$ cat src/rtl/axi_err_inject.sv
// Inline AXI4 (+ATOP) error injector: passes every channel through untouched and
// replaces the B/R resp of one selected write and/or read transaction with SLVERR/DECERR.

package axi_err_inject_pkg;

  localparam int unsigned AxiAddrW  = 32;
  localparam int unsigned AxiIdW    = 2;
  localparam int unsigned AxiDataW  = 32;
  localparam int unsigned AtopRResp = 5;

  typedef enum logic [1:0] {
    ENG_IDLE   = 2'd0,
    ENG_ARMED  = 2'd1,
    ENG_WAIT   = 2'd2,
    ENG_INJECT = 2'd3
  } eng_state_e;

  typedef struct packed {
    logic [AxiIdW-1:0]   id;
    logic [AxiAddrW-1:0] addr;
    logic [7:0]          len;
    logic [5:0]          atop;
  } aw_chan_t;

  typedef struct packed {
    logic [AxiDataW-1:0]   data;
    logic [AxiDataW/8-1:0] strb;
    logic                  last;
  } w_chan_t;

  typedef struct packed {
    logic [AxiIdW-1:0] id;
    logic [1:0]        resp;
  } b_chan_t;

  typedef struct packed {
    logic [AxiIdW-1:0]   id;
    logic [AxiAddrW-1:0] addr;
    logic [7:0]          len;
  } ar_chan_t;

  typedef struct packed {
    logic [AxiIdW-1:0]   id;
    logic [AxiDataW-1:0] data;
    logic [1:0]          resp;
    logic                last;
  } r_chan_t;

  typedef struct packed {
    aw_chan_t aw;
    logic     aw_valid;
    w_chan_t  w;
    logic     w_valid;
    logic     b_ready;
    ar_chan_t ar;
    logic     ar_valid;
    logic     r_ready;
  } axi_req_t;

  typedef struct packed {
    logic    aw_ready;
    logic    w_ready;
    b_chan_t b;
    logic    b_valid;
    logic    ar_ready;
    r_chan_t r;
    logic    r_valid;
  } axi_rsp_t;

  typedef struct packed {
    logic [31:0] addr;
    logic        write;
    logic [31:0] wdata;
    logic        valid;
  } reg_req_t;

  typedef struct packed {
    logic [31:0] rdata;
    logic        error;
    logic        ready;
  } reg_rsp_t;

endpackage

module axi_err_inject #(
  parameter int unsigned AddrWidth      = 32,
  parameter int unsigned IdWidth        = 2,
  parameter int unsigned MaxOutstanding = 8,
  parameter type         axi_req_t      = axi_err_inject_pkg::axi_req_t,
  parameter type         axi_rsp_t      = axi_err_inject_pkg::axi_rsp_t,
  parameter type         reg_req_t      = axi_err_inject_pkg::reg_req_t,
  parameter type         reg_rsp_t      = axi_err_inject_pkg::reg_rsp_t
) (
  input  logic       clk_i,
  input  logic       rst_ni,
  input  axi_req_t   slv_req_i,
  output axi_rsp_t   slv_rsp_o,
  output axi_req_t   mst_req_o,
  input  axi_rsp_t   mst_rsp_i,
  input  reg_req_t   reg_req_i,
  output reg_rsp_t   reg_rsp_o,
  output logic [1:0] inj_irq_o
);

  import axi_err_inject_pkg::eng_state_e;
  import axi_err_inject_pkg::ENG_IDLE;
  import axi_err_inject_pkg::ENG_ARMED;
  import axi_err_inject_pkg::ENG_WAIT;
  import axi_err_inject_pkg::ENG_INJECT;
  import axi_err_inject_pkg::AtopRResp;

  localparam int unsigned NumIds = 2 ** IdWidth;
  localparam int unsigned CntW   = $clog2(MaxOutstanding + 1);

  localparam logic [31:0] AddrCtrl      = 32'h00;
  localparam logic [31:0] AddrMatchAddr = 32'h04;
  localparam logic [31:0] AddrMatchMask = 32'h08;
  localparam logic [31:0] AddrStatus    = 32'h0C;
  localparam logic [31:0] AddrInjCount  = 32'h10;

  // Channel events
  logic               aw_hs, b_hs, ar_hs, r_hs;
  logic               b_valid, b_ready, r_valid, r_ready, r_last, aw_atop_r;
  logic [IdWidth-1:0] aw_id, b_id, ar_id, r_id;
  logic               aw_match, ar_match;

  // Configuration / status
  logic [31:0]  match_addr_q, match_mask_q;
  logic [1:0]   wcode_q, rcode_q;
  logic         w_done_q, r_done_q;
  logic [15:0]  w_inj_cnt_q, r_inj_cnt_q;
  logic         reg_we, ctrl_we, maddr_we, mmask_we, status_we, count_we;
  logic         arm_w, arm_r, abort;

  // Outstanding counters
  logic [CntW-1:0] wcnt_q [NumIds];
  logic [CntW-1:0] wcnt_d [NumIds];
  logic [CntW-1:0] rcnt_q [NumIds];
  logic [CntW-1:0] rcnt_d [NumIds];

  // Engines
  eng_state_e         w_state_q, w_state_d, r_state_q, r_state_d;
  logic [IdWidth-1:0] w_tgt_q, w_tgt_d, r_tgt_q, r_tgt_d;
  logic [CntW-1:0]    w_skip_q, w_skip_d, r_skip_q, r_skip_d;
  logic               w_hit, w_fire, r_hit, r_fire;
  logic               r_trig_ar, r_trig_aw;
  logic [IdWidth-1:0] r_trig_id;

  assign b_valid   = mst_rsp_i.b_valid;
  assign b_ready   = slv_req_i.b_ready;
  assign r_valid   = mst_rsp_i.r_valid;
  assign r_ready   = slv_req_i.r_ready;
  assign r_last    = mst_rsp_i.r.last;
  assign aw_hs     = slv_req_i.aw_valid & mst_rsp_i.aw_ready;
  assign ar_hs     = slv_req_i.ar_valid & mst_rsp_i.ar_ready;
  assign b_hs      = b_valid & b_ready;
  assign r_hs      = r_valid & r_ready;
  assign aw_id     = slv_req_i.aw.id[IdWidth-1:0];
  assign ar_id     = slv_req_i.ar.id[IdWidth-1:0];
  assign b_id      = mst_rsp_i.b.id[IdWidth-1:0];
  assign r_id      = mst_rsp_i.r.id[IdWidth-1:0];
  assign aw_atop_r = slv_req_i.aw.atop[AtopRResp];

  assign aw_match = (slv_req_i.aw.addr[AddrWidth-1:0] & match_mask_q[AddrWidth-1:0])
                 == (match_addr_q[AddrWidth-1:0] & match_mask_q[AddrWidth-1:0]);
  assign ar_match = (slv_req_i.ar.addr[AddrWidth-1:0] & match_mask_q[AddrWidth-1:0])
                 == (match_addr_q[AddrWidth-1:0] & match_mask_q[AddrWidth-1:0]);

  assign r_trig_ar = ar_hs & ar_match;
  assign r_trig_aw = aw_hs & aw_atop_r & aw_match;
  assign r_trig_id = r_trig_ar ? ar_id : aw_id;

  assign reg_we    = reg_req_i.valid & reg_req_i.write;
  assign ctrl_we   = reg_we & (reg_req_i.addr == AddrCtrl);
  assign maddr_we  = reg_we & (reg_req_i.addr == AddrMatchAddr);
  assign mmask_we  = reg_we & (reg_req_i.addr == AddrMatchMask);
  assign status_we = reg_we & (reg_req_i.addr == AddrStatus);
  assign count_we  = reg_we & (reg_req_i.addr == AddrInjCount);
  assign arm_w     = ctrl_we & reg_req_i.wdata[0];
  assign arm_r     = ctrl_we & reg_req_i.wdata[1];
  assign abort     = ctrl_we & reg_req_i.wdata[6];

  assign mst_req_o = slv_req_i;
  assign inj_irq_o = {r_done_q, w_done_q};

  always_comb begin
    slv_rsp_o = mst_rsp_i;
    if (w_hit) slv_rsp_o.b.resp = wcode_q;
    if (r_hit) slv_rsp_o.r.resp = rcode_q;
  end

  always_comb begin
    // NOTE: every output of a combinational block gets a default first so no path infers a latch.
    reg_rsp_o       = '0;
    reg_rsp_o.ready = 1'b1;
    unique case (reg_req_i.addr)
      AddrCtrl:      reg_rsp_o.rdata = '0;
      AddrMatchAddr: reg_rsp_o.rdata = match_addr_q;
      AddrMatchMask: reg_rsp_o.rdata = match_mask_q;
      AddrStatus:    reg_rsp_o.rdata = {26'd0, r_done_q, w_done_q, r_state_q, w_state_q};
      AddrInjCount:  reg_rsp_o.rdata = {r_inj_cnt_q, w_inj_cnt_q};
      default:       reg_rsp_o.error = 1'b1;
    endcase
  end

  // Simultaneous request and completion on the same ID cancel out.
  always_comb begin
    for (int i = 0; i < NumIds; i++) begin
      wcnt_d[i] = wcnt_q[i]
                + CntW'(aw_hs && (aw_id == IdWidth'(i)))
                - CntW'(b_hs && (b_id == IdWidth'(i)));
      rcnt_d[i] = rcnt_q[i]
                + CntW'(ar_hs && (ar_id == IdWidth'(i)))
                + CntW'(aw_hs && aw_atop_r && (aw_id == IdWidth'(i)))
                - CntW'(r_hs && r_last && (r_id == IdWidth'(i)));
    end
  end

  always_comb begin
    w_state_d = w_state_q;
    w_tgt_d   = w_tgt_q;
    w_skip_d  = w_skip_q;
    w_hit     = 1'b0;
    w_fire    = 1'b0;
    unique case (w_state_q)
      ENG_IDLE: if (arm_w) w_state_d = ENG_ARMED;
      ENG_ARMED: begin
        if (aw_hs && aw_match) begin
          w_tgt_d   = aw_id;
          w_state_d = ENG_WAIT;
          if (wcnt_q[aw_id] == '0) begin
            // Nothing older on this ID: a same-cycle B already is the target.
            w_skip_d = '0;
            if (b_valid && (b_id == aw_id)) begin
              w_hit = 1'b1;
              if (b_ready) begin
                w_fire    = 1'b1;
                w_state_d = ENG_IDLE;
              end
            end
          end else begin
            w_skip_d = wcnt_q[aw_id] - CntW'(b_hs && (b_id == aw_id));
          end
        end
      end
      ENG_WAIT: begin
        if (b_valid && (b_id == w_tgt_q)) begin
          if (w_skip_q == '0) begin
            w_hit = 1'b1;
            if (b_ready) begin
              w_fire    = 1'b1;
              w_state_d = ENG_IDLE;
            end
          end else if (b_ready) begin
            w_skip_d = w_skip_q - CntW'(1);
          end
        end
      end
      default: w_state_d = ENG_IDLE;
    endcase
    if (abort) w_state_d = ENG_IDLE;
  end

  always_comb begin
    r_state_d = r_state_q;
    r_tgt_d   = r_tgt_q;
    r_skip_d  = r_skip_q;
    r_hit     = 1'b0;
    r_fire    = 1'b0;
    unique case (r_state_q)
      ENG_IDLE: if (arm_r) r_state_d = ENG_ARMED;
      ENG_ARMED: begin
        if (r_trig_ar || r_trig_aw) begin
          r_tgt_d   = r_trig_id;
          r_state_d = ENG_WAIT;
          if (rcnt_q[r_trig_id] == '0) begin
            r_skip_d = '0;
            if (r_valid && (r_id == r_trig_id)) begin
              r_hit = 1'b1;
              if (r_ready) begin
                r_fire    = r_last;
                r_state_d = r_last ? ENG_IDLE : ENG_INJECT;
              end
            end
          end else begin
            r_skip_d = rcnt_q[r_trig_id] - CntW'(r_hs && r_last && (r_id == r_trig_id));
          end
        end
      end
      ENG_WAIT: begin
        if (r_valid && (r_id == r_tgt_q)) begin
          if (r_skip_q == '0) begin
            r_hit = 1'b1;
            if (r_ready) begin
              r_fire    = r_last;
              r_state_d = r_last ? ENG_IDLE : ENG_INJECT;
            end
          end else if (r_ready && r_last) begin
            r_skip_d = r_skip_q - CntW'(1);
          end
        end
      end
      ENG_INJECT: begin
        if (r_valid && (r_id == r_tgt_q)) begin
          r_hit = 1'b1;
          if (r_ready && r_last) begin
            r_fire    = 1'b1;
            r_state_d = ENG_IDLE;
          end
        end
      end
      default: r_state_d = ENG_IDLE;
    endcase
    if (abort) r_state_d = ENG_IDLE;
  end

  // NOTE: sequential state uses non-blocking assignments so every flop samples pre-edge values.
  always_ff @(posedge clk_i or negedge rst_ni) begin
    if (!rst_ni) begin
      match_addr_q <= '0;
      match_mask_q <= '0;
      wcode_q      <= '0;
      rcode_q      <= '0;
      w_done_q     <= 1'b0;
      r_done_q     <= 1'b0;
      w_inj_cnt_q  <= '0;
      r_inj_cnt_q  <= '0;
      w_state_q    <= ENG_IDLE;
      r_state_q    <= ENG_IDLE;
      w_tgt_q      <= '0;
      r_tgt_q      <= '0;
      w_skip_q     <= '0;
      r_skip_q     <= '0;
      // NOTE: the counter arrays are small flop banks that must start at zero, so they are reset like any register.
      wcnt_q       <= '{default: '0};
      rcnt_q       <= '{default: '0};
    end else begin
      if (ctrl_we) begin
        wcode_q <= {1'b1, reg_req_i.wdata[2]};
        rcode_q <= {1'b1, reg_req_i.wdata[4]};
      end
      if (maddr_we) match_addr_q <= reg_req_i.wdata;
      if (mmask_we) match_mask_q <= reg_req_i.wdata;

      if (w_fire)                              w_done_q <= 1'b1;
      else if (status_we && reg_req_i.wdata[4]) w_done_q <= 1'b0;
      if (r_fire)                              r_done_q <= 1'b1;
      else if (status_we && reg_req_i.wdata[5]) r_done_q <= 1'b0;

      if (count_we) begin
        w_inj_cnt_q <= '0;
        r_inj_cnt_q <= '0;
      end else begin
        if (w_fire && (w_inj_cnt_q != 16'hFFFF)) w_inj_cnt_q <= w_inj_cnt_q + 16'd1;
        if (r_fire && (r_inj_cnt_q != 16'hFFFF)) r_inj_cnt_q <= r_inj_cnt_q + 16'd1;
      end

      w_state_q <= w_state_d;
      r_state_q <= r_state_d;
      w_tgt_q   <= w_tgt_d;
      r_tgt_q   <= r_tgt_d;
      w_skip_q  <= w_skip_d;
      r_skip_q  <= r_skip_d;
      wcnt_q    <= wcnt_d;
      rcnt_q    <= rcnt_d;
    end
  end

endmodule

$ cat config.mk
export PLATFORM = sky130hd
export DESIGN_NAME = axi_err_inject
export DESIGN_NICKNAME = d
export VERILOG_FILES = /design/src/rtl/axi_err_inject.sv
export SDC_FILE = /design/constraint.sdc
export NUM_CORES = 1
export LEC_CHECK = 0
export ABC_AREA = 1
export BUFFER_PORTS_ARGS = -buffer_cell sky130_fd_sc_hd__buf_2
export CAP_MARGIN = 0
export CORE_AREA = 8 8 172 174
export CTS_BUF_LIST = sky130_fd_sc_hd__clkbuf_4
export CTS_CLUSTER_SIZE = 25
export DETAILED_ROUTE_END_ITERATION = 16
export DIE_AREA = 0 0 180 182
export GPL_TIMING_DRIVEN = 0
export PLACE_DENSITY = 0.75
export SLEW_MARGIN = 20
export SYNTH_ARGS = -nofsm -noshare
export SYNTH_HDL_FRONTEND = slang
export SYNTH_SLANG_ARGS = --single-unit
$ cat constraint.sdc
create_clock -name clk_i -period 3.47 [get_ports clk_i]
set_clock_uncertainty 0.2 [all_clocks]
set_input_delay 0.694 -clock clk_i [delete_from_list [all_inputs] [get_ports clk_i]]
set_output_delay 0.694 -clock clk_i [all_outputs]
set_load 0.01 [all_outputs]
==> flow_metrics.py <==
metrics = {
    "outcome": {
        "status": "finished, violations left",
        "violations": "negative setup slack",
    },
    "sta": {
        "hold_viol": 0,
        "hold_ws_ns": 0.124,
        "worst_pin_slew_ns": 0.742,
        "maxSlewHeadroom_pct": 50.1,
        "min_period_over_period_pct": 117,
        "rsz0062_at_grt": "true",
        "min_period_ns": 4.05,
        "max_freq_ghz": 0.247,
        "worst_slack_ns": -0.579,
        "final_max_slew_viol_count": 0,
        "setup_viol": 28,
    },
    "power": {
        "p_per_area_mw_per_mm2": 352,
        "p_sw_mw": 2.12,
        "clockPowerShare_pct": 23.0,
        "switching_share_pct": 37.6,
        "power.leakage_nw": 8.32,
        "power_frac_seq_pct": 40.1,
        "p_int_mw": 3.52,
        "fin_total_pwr_mw": 5.64,
        "peakVddDrop_mv": 0.293,
        "power_frac_comb_pct": 36.9,
    },
    "place": {
        "gp_congestion": 0.953,
        "port_buffers": 366,
        "dp_hpwl_mm": 36.4,
    },
    "final_layout": {
        "area_growth_pct": 32.1,
        "ff_latch_area_mm2": 0.00374,
        "drive_gt1_share_pct": 36.5,
        "multi_input_area_mm2": 0.00680,
        "fillers": 2443,
        "fin_nets": 2450,
    },
    "hold_path": {
        "min_path_cells": 3,
        "hold_path.class": "input port to flop",
        "whs_endpoint": "match_addr_q[14]",
        "hp-start": "reg_req_i[15]",
    },
    "synth": {
        "synth_area_leader_cell": "dfrtp_1",
        "syn_inst": 1718,
        "syn_area_mm2": 0.0121,
        "yosysUniqueCellTypes": 45,
        "synth-main-ff-cell": "dfrtp_1",
        "synth_nets": 2017,
        "synth_top_area_share_pct": 30.7,
        "seq_area_frac_synth_pct": 30.7,
        "syn_area_per_cell_um2": 7.07,
        "ys_async_sr_fraction_pct": 100,
        "yosys-top-cells-area": "dfrtp_1 (31%), nand2_1 (12%), buf_4 (11%)",
        "yosys_warnings": 0,
        "synth_edf_count": 0,
        "synth-seq-cells": 149,
    },
    "critical_path": {
        "crit_buf_inv": 3,
        "critPathSlowestCell": "dfrtp_1",
        "path_class": "flop to output pin",
        "path_delay_family": "simple AND/OR/NAND/NOR gates",
        "worstPathArrival_ns": 3.16,
        "crit_path_max_fanout": 6,
        "crit_chain": "inv_1, nand2_1, nand3_1, nand2_1, nor2_2, nand2_2, nor2_4, nand3_4, nand2_4, nand2_4, buf_4, nand2_1, nand3_1, nand2_2, nor2_4, nand3_2, nand2_4, a21oi_1, buf_2",
        "r2r_start": "match_addr_q[2]",
        "cp-end-kind": "output pin",
        "rr_endpoint": "r_skip_q[2]",
        "critical-path-max-stage-delay_ns": 0.44,
        "start_kind": "flop",
        "regToRegSetupSlack_ns": 0.14,
        "worstPathRequired_ns": 2.58,
        "reg2reg_depth": 21,
    },
    "cts": {
        "numClockSinks": 149,
        "cts_max_level": 4,
        "cts_tree": "done",
        "cts_buffers": 17,
        "clockBufferDepth": 2,
        "clk_latency_ns": 0.60,
        "cts.reportedPaths.clkPinSlew_ns": 0.18,
        "clockRootBuffer": "clkbuf_4",
    },
    "detailed_routing": {
        "post-route-drc-count": 0,
        "wl_per_cell_um": 18.3,
        "drtPass1Iterations": 9,
        "drt-initial-drc-count": 1260,
        "wl_mm": 46.0,
        "ant_nets": 0,
        "dr_total_vias": 13200,
        "via_per_inst": 5.28,
    },
    "floorplan": {
        "die_h_um": 182,
        "start_util_pct": 45.5,
        "num_rows": 60,
        "num_io_pins": 460,
        "die-area_mm2": 0.0328,
        "core_mm2": 0.0267,
        "die_w_um": 180,
    },
    "grt": {
        "grt_pass1_wl_mm": 70.7,
        "grt-ovfl-total": 0,
        "gr-usage-all-layers_pct": 27.0,
        "grt_pass1_vias": 13200,
        "grt_max_degree": 88,
        "antenna_found_initial": 1,
    },
    "run": {
        "drv_cap": 0,
    },
}
==> sequential cells by signal, summed over array words and instances (netlist names) <==
signal	count
r_inj_cnt_q	16
wcode_q	2
match_addr_q	32
w_skip_q	4
w_done_q	1
w_tgt_q	2
r_state_q	2
w_inj_cnt_q	16
r_done_q	1
wcnt_q	16
match_mask_q	32
r_tgt_q	2
r_skip_q	4
rcode_q	1
w_state_q	2
rcnt_q	16
==> tightest hold or removal path, cell delays in order <==
cell and delay (ns):
buf_2 0.09, inv_1 0.05, o21ai_0 0.07
==> cells by family (layout without fill, tap and decap cells) <==
family	Yosys count	count (layout)	share of synthesized area, %
other cells	1	2	0.0309
xor+xnor	65	65	4.69
fa+ha+maj	53	53	6.21
flops	149	149	30.7
compound gates	204	204	9.79
buf+inv	430	874	19.0
mux	1	1	0.0928
simple gates	815	817	29.5
==> final cells by class <==
type | count | area share, %
Multi-Input combinational cell | 1141 | 42.4
Sequential cell | 149 | 23.3
Tap cell | 341 | 2.66
Clock buffer | 18 | 0.843
Clock inverter | 14 | 1.18
Inverter | 223 | 5.27
Timing Repair Buffer | 413 | 14.8
Antenna cell | 1 | 0.0156
Buffer | 206 | 9.48
==> cell usage in the layout (no fill, tap or decap), drive strengths merged, types with 5 or more instances in the layout <==
cell type  count
a221oi         6
fa            12
xor2          48
nand3        174
a21oi         38
xnor2         17
o21ai        113
ha            41
nand2        413
clkinvlp       5
o22ai          7
o221ai        22
nor3          30
buf          599
nand4          9
dfrtp        149
or2            6
nand3b         5
nor4          16
clkbuf        37
inv          226
nor2         157
o211ai        10
==> metal layers <==
metal / GRT usage, % / vias up / part of all wire (%)
li1: - / 6238 / -
met1: 32.7 / 6182 / 40
met2: 46.0 / 712 / 48
met3: 6.59 / 99 / 9.2
met4: 9.77 / 0 / 3.5
met5: 0 / - / 0
==> power by group through the flow <==
stage               clock network [mW]  registers, mW  logic, mW
CTS                               1.31           2.25       2.06
global route                      1.37           2.30       2.34
global placement                     0           2.28       1.87
finish                            1.30           2.26       2.08
floorplan                            0           2.23       1.42
detailed placement                   0           2.29       1.98
==> cell usage after synthesis, drive strengths merged (6+ instances only) <==
library cell  instances
nor3                 30
xnor2                17
nand4                 9
buf                 181
nor4                 16
a21oi                38
o221ai               22
or2                   6
nand2               411
dfrtp               149
o211ai               10
inv                 221
a221oi                6
nor2                157
o22ai                 7
clkbuf               26
fa                   12
xor2                 48
ha                   41
o21ai               113
nand3               174
==> repair_timing <==
item | 4_1_cts | 5_1_grt
gates cloned | 2 | 0
pin swaps | 35 | 38
resized for setup | 128 | 87
setup buffers | 33 | 12
endpoints found under the setup margin | 37 | 49
hold endpoints to repair | 62 | 0
hold buffers | 1 | 0
==> how the worst max path moves through the flow <==
stage                     start            end  slack [ns]  cells past startpoint
3_3_place_gp      reg_req_i[55]   reg_rsp_o[2]       -1.22                     10
4_1_cts        match_mask_q[16]   slv_rsp_o[2]       -0.59                     20
2_1_floorplan     reg_req_i[51]  reg_rsp_o[13]        0.15                      8
6_report        match_addr_q[2]   slv_rsp_o[3]       -0.58                     19
3_5_place_dp      reg_req_i[55]   reg_rsp_o[2]       -1.28                     10
5_1_grt        match_mask_q[17]   slv_rsp_o[3]       -0.79                     18
==> stage by stage <==
stage                     utilization [%]  area [um2]  worst slack [ns]  std cells  setup TNS [ns]
after floorplan                         -       12100             0.147       1718               0
after global placement               54.0       14400             -1.22       2425         -145.12
after detailed placement             54.2       14400             -1.28       2426          -33.78
after CTS                            58.5       15600            -0.592       2494           -4.86
after global routing                 60.2       16000            -0.789       2506           -8.62
final                                60.2       16000            -0.579       2506           -4.93
Note: power is estimated with default switching activity, not from simulation.
